## src/rtl/movavg_param.sv

```systemverilog
// movavg_param: pipelined sliding-window sum / floor average over TAPS samples.
// Ports: clk, reset, clear, din_valid, din -> dout_valid, dout, dout_primed.
module movavg_param #(
  parameter int WIDTH = 64,
  parameter int TAPS  = 4,
  parameter int AVG   = 0
) (
  input  logic             clk,
  input  logic             reset,
  input  logic             clear,
  input  logic             din_valid,
  input  logic [WIDTH-1:0] din,
  output logic             dout_valid,
  output logic [WIDTH-1:0] dout,
  output logic             dout_primed
);

  localparam int L  = $clog2(TAPS);
  localparam int SW = WIDTH + L;
  localparam int N  = 2 * TAPS - 1;
  localparam logic [L-1:0] CMAX = L'(TAPS - 1);

  logic [WIDTH-1:0] hist [TAPS-1];
  logic [L-1:0]     cnt;
  // Heap-ordered adder tree: root at 0, leaves at TAPS-1..N-1.
  // Leaves form stage 0; each shallower level is one stage later.
  logic [SW-1:0]    node [N];
  logic [L:0]       vpipe;
  logic [L:0]       ppipe;
  logic             res_v;
  logic             res_p;
  logic [WIDTH-1:0] res_d;
  logic             primed_in;

  assign primed_in = din_valid && !clear && (cnt == CMAX);

  always_ff @(posedge clk) begin
    if (reset) begin
      for (int i = 0; i < TAPS - 1; i++) hist[i] <= '0;
      for (int n = 0; n < N; n++) node[n] <= '0;
      cnt         <= '0;
      vpipe       <= '0;
      ppipe       <= '0;
      res_v       <= 1'b0;
      res_p       <= 1'b0;
      res_d       <= '0;
      dout_valid  <= 1'b0;
      dout_primed <= 1'b0;
      dout        <= '0;
    end else begin
      // History shifts only on acceptance; clear wipes it.
      if (din_valid) begin
        hist[0] <= din;
        for (int i = 1; i < TAPS - 1; i++)
          hist[i] <= clear ? '0 : hist[i-1];
      end else if (clear) begin
        for (int i = 0; i < TAPS - 1; i++) hist[i] <= '0;
      end

      if (clear)
        cnt <= din_valid ? L'(1) : '0;
      else if (din_valid && cnt != CMAX)
        cnt <= cnt + L'(1);

      // Leaves: tap 0 is the new sample, the rest is history.
      node[TAPS-1] <= SW'(din);
      for (int i = 1; i < TAPS; i++)
        node[TAPS-1+i] <= clear ? '0 : SW'(hist[i-1]);

      for (int n = 0; n < TAPS - 1; n++)
        node[n] <= node[2*n+1] + node[2*n+2];

      vpipe <= {vpipe[L-1:0], din_valid};
      ppipe <= {ppipe[L-1:0], primed_in};

      res_v <= vpipe[L];
      res_p <= ppipe[L];
      res_d <= WIDTH'((AVG != 0) ? (node[0] >> L) : node[0]);

      dout_valid  <= res_v;
      dout_primed <= res_v & res_p;
      if (res_v)
        dout <= res_d;
    end
  end

endmodule
```

## config.mk

```make
export PLATFORM = sky130hd
export DESIGN_NAME = movavg_param
export DESIGN_NICKNAME = d
export VERILOG_FILES = /design/src/rtl/movavg_param.sv
export SDC_FILE = /design/constraint.sdc
export NUM_CORES = 1
export LEC_CHECK = 0
export CORE_ASPECT_RATIO = 1.4
export CORE_UTILIZATION = 60
export CTS_CLUSTER_SIZE = 14
export DETAILED_ROUTE_END_ITERATION = 10
export PLACE_DENSITY_LB_ADDON = 0.05
export SETUP_SLACK_MARGIN = 0.15
export SLEW_MARGIN = 30
export SYNTH_ARGS = -nofsm -noshare
export SYNTH_HDL_FRONTEND = slang
export SYNTH_SLANG_ARGS = --single-unit
```

## constraint.sdc

```tcl
create_clock -name clk -period 9.3 [get_ports clk]
set_input_delay 2.325 -clock clk [delete_from_list [all_inputs] [get_ports clk]]
set_output_delay 2.325 -clock clk [all_outputs]
set_load 0.03 [all_outputs]
```

==> metrics.md <==
| Metric | Value |
|---|---|
| Critical path class | `in2reg` |
| Worst slack, placed | `4.339 ns` |
| Worst Hold Depth | `1` |
| Pleak | `16.60 nW` |
| Distinct cell type count of the synthesized netlist | `79` |
| DRC viols | `0` |
| WHS | `0.4293 ns` |
| Worst slew margin | `0.3680` |
| Synth area leaders | `dfxtp_1, edfxtp_1, ha_1` |
| Hpwl dp | `55.71 mm` |
| Vias/cell | `5.700` |
| FF-to-FF setup slack | `4.89 ns` |
| Clk_lat worst skew | `0.62 ns` |
| Core box area | `0.05619 mm^2` |
| Vias | `23,990` |
| HP Start | `node[0][39]` |
| Min-Delay Path Class | `reg2reg` |
| Max Freq | `222.9 MHz` |
| Post-Syn Area per Cell | `10.11 um^2` |
| Worst slew pin tran | `0.9240 ns` |
| CTS tree | `yes` |
| Hold Fails Final Rpt | `0` |
| Sequential area share after synthesis | `0.5149` |
| Antenna viol nets, final | `0` |
| Post-Synthesis Cell Area | `0.03406 mm^2` |
| Worst r2r dst | `node[1][50]` |
| GR Overflow Total | `0` |
| Power Density | `187.4 mW/mm^2` |
| Worst VDD drop | `0.0002106 V` |
| Crit. End Element | `flip-flop` |
| TNS Setup | `0 ns` |
| Htree depth | `3` |
| Initial Utilization | `0.6061` |
| Outcome | `finished clean` |
| Vias in the first global route | `23,103` |
| Tot Pwr | `7.178 mW` |
| Synthesis-to-layout area growth | `12.49%` |
| Ys async rst share | `0` |
| Starting DRC count in detailed routing | `1,456` |
| Hold-fix buffers, CTS | `0` |
| Largest net degree at the start of global routing | `302` |
| Root Driver | `clkbuf_16` |
| Main synth FF type | `dfxtp_1` |
| Post-synth EDFFs | `192` |
| Startpoint types | `input port` |
| CTS buffer count | `75` |
| Rows | `103` |
| Final worst slack | `4.814 ns` |
| Leading area contributor after synthesis | `dfxtp_1` |
| DP Area | `0.03578 mm^2` |
| RSZ-0062 raised after global routing | `false` |
| Die width | `203.4 um` |
| Worst Hold Path EP | `res_d[39]` |
| Top-area cell type share of the netlist area | `0.3456` |
| I/O Pins | `134` |
| Max-slew violation total from the final report | `0` |
| Setup-failing EPs final | `0` |
| Post-Route WL | `77.39 mm` |
| Gpl congestion | `0.9503` |
| Share of layout cells above drive strength 1 | `0.05181` |
| Yosys warns | `0` |
| Initial antenna violation count | `4` |
| Maximum clock insertion buffer count | `3` |
| First-pass GRT wire length | `122.3 mm` |
| Worst path required time | `9.66 ns` |
| Worst Path Arrival | `4.85 ns` |
| Fin crit share | `0.4824` |
| Tmin final | `4.486 ns` |
| Post-DR wirelength/cell | `18.39 um` |
| Sink Count | `780` |
| FF+latch count, synth | `780` |
| Syn nets | `3,629` |
| Clk slew on worst S/H paths | `0.06 ns` |
| Die Area | `0.05773 mm^2` |
| Die H | `283.9 um` |
| Final Instance Area | `0.03831 mm^2` |
| Setup bufs post-CTS | `0` |
| Gr usage total | `0.2654` |
| CTS resizes | `0` |
| Synth Instances | `3,368` |
| Max Cap Viol | `0` |
| Port Buffers | `133` |
| TritonRoute pass-1 iters | `5` |
| Ant. Diodes | `0` |
| Worst-path fanout max | `226` |
| Final nets | `3,677` |
| Fillers | `4,526` |
| Fin Clk Skew | `0.02792 ns` |
| Reg2reg start | `node[4][0]` |
| R2R cell count | `13` |
[sequential cells by signal, summed over array words and instances, names as in the netlist]
| name | count |
|---|---|
| node | 448 |
| ppipe | 3 |
| dout | 64 |
| res_p | 1 |
| vpipe | 3 |
| dout_primed | 1 |
| cnt | 2 |
| res_v | 1 |
| res_d | 64 |
| hist | 192 |
| dout_valid | 1 |
[how the worst max path moves through the flow]
stage,startpoint,to,slack (ns),depth (start not counted)
after floorplan,reset,hist[0][0],1.44,4
after global placement,reset,hist[0][114],4.43,3
after detailed placement,reset,hist[0][48],4.34,3
after CTS,node[4][0],node[1][50],5.00,13
after global routing,reset,hist[0][121],4.69,6
final,reset,hist[0][187],4.81,6
[cells in the final DEF (no fill, tap or decap), types with 53 or more instances in the layout]
cell type	netlist	layout
ha_1	190	190
xor2_1	58	58
clkdlybuf4s50_1	0	131
a21oi_1	229	229
o21ai_0	99	99
and2_1	276	276
edfxtp_1	192	192
xnor2_1	100	100
mux2i_1	66	66
nor2_1	328	327
nor2b_1	170	169
nand2_1	151	151
dfxtp_1	588	587
a21o_1	125	125
clkbuf_16	0	79
and3_1	147	147
o21bai_1	53	53
[layout make-up]
cell class,instances,area (um^2),share of cell area
Timing Repair Buffer,145,1483,0.03870
Clock buffer,101,2160,0.05637
Sequential cell,780,17540,0.4578
Tap cell,735,919.6,0.02400
Inverter,44,165.2,0.004311
Clock inverter,34,346.6,0.009046
Multi-Input combinational cell,2370,15700,0.4097
[stage by stage]
step             util  std cells
2_1_floorplan       -       3368
3_3_place_gp   0.6367       4073
3_5_place_dp   0.6367       4073
4_1_cts        0.6813       4208
5_1_grt        0.6818       4209
6_report       0.6818       4209
[cell families (layout without fill, tap and decap cells)]
family,after synthesis,count (layout),share of synthesized area
AND/OR/NAND/NOR,1266,1266,0.1966
XOR/XNOR,158,158,0.04063
flip-flops,780,780,0.5149
AO/OA/AOI/OAI,673,673,0.1275
buffers and inverters,218,324,0.02473
adder cells (fa/ha/maj),193,193,0.07157
multiplexers,80,80,0.02403
[cell usage after synthesis (4+ instances only)]
cell	count
dfxtp_1	588
nor2_1	328
and2_1	276
a21oi_1	229
edfxtp_1	192
ha_1	190
nor2b_1	170
nand2_1	151
clkbuf_1	148
and3_1	147
a21o_1	125
xnor2_1	100
o21ai_0	99
mux2i_1	66
xor2_1	58
o21bai_1	53
nand3_1	48
nand4_1	48
inv_1	44
nor3_1	27
a31oi_1	26
a211oi_1	22
o21a_1	17
buf_1	16
o31ai_1	15
mux2_2	13
nand2b_1	13
nor4_1	11
o211ai_1	10
or2_2	10
and4_1	9
a211o_1	7
a221oi_1	7
buf_2	7
a221o_1	6
or3_1	6
a21boi_0	5
a41oi_1	5
o21ai_1	5
nor3b_1	4
nor4b_1	4
or4_1	4
[power breakdown]
group	internal (mW)	switching [mW]	leakage [nW]
sequential	3.61	0.0503	7.01
clock	1.78	1.28	1.23
combinational	0.174	0.290	8.35
[worst max-delay path, stage by stage]
cell and delay [ns]:
buf_8 0.59, buf_12 0.55, nor2_4 0.18, buf_12 0.24
buf_16 0.31, and3_1 0.33
[metal layers]
layer | GRT usage | share of wire
met2 | 0.4381 | 0.46
met4 | 0.09417 | 0.030
met5 | 0 | 0
met3 | 0.03124 | 0.050
met1 | 0.3584 | 0.46
(Power assumes the default switching activity.)
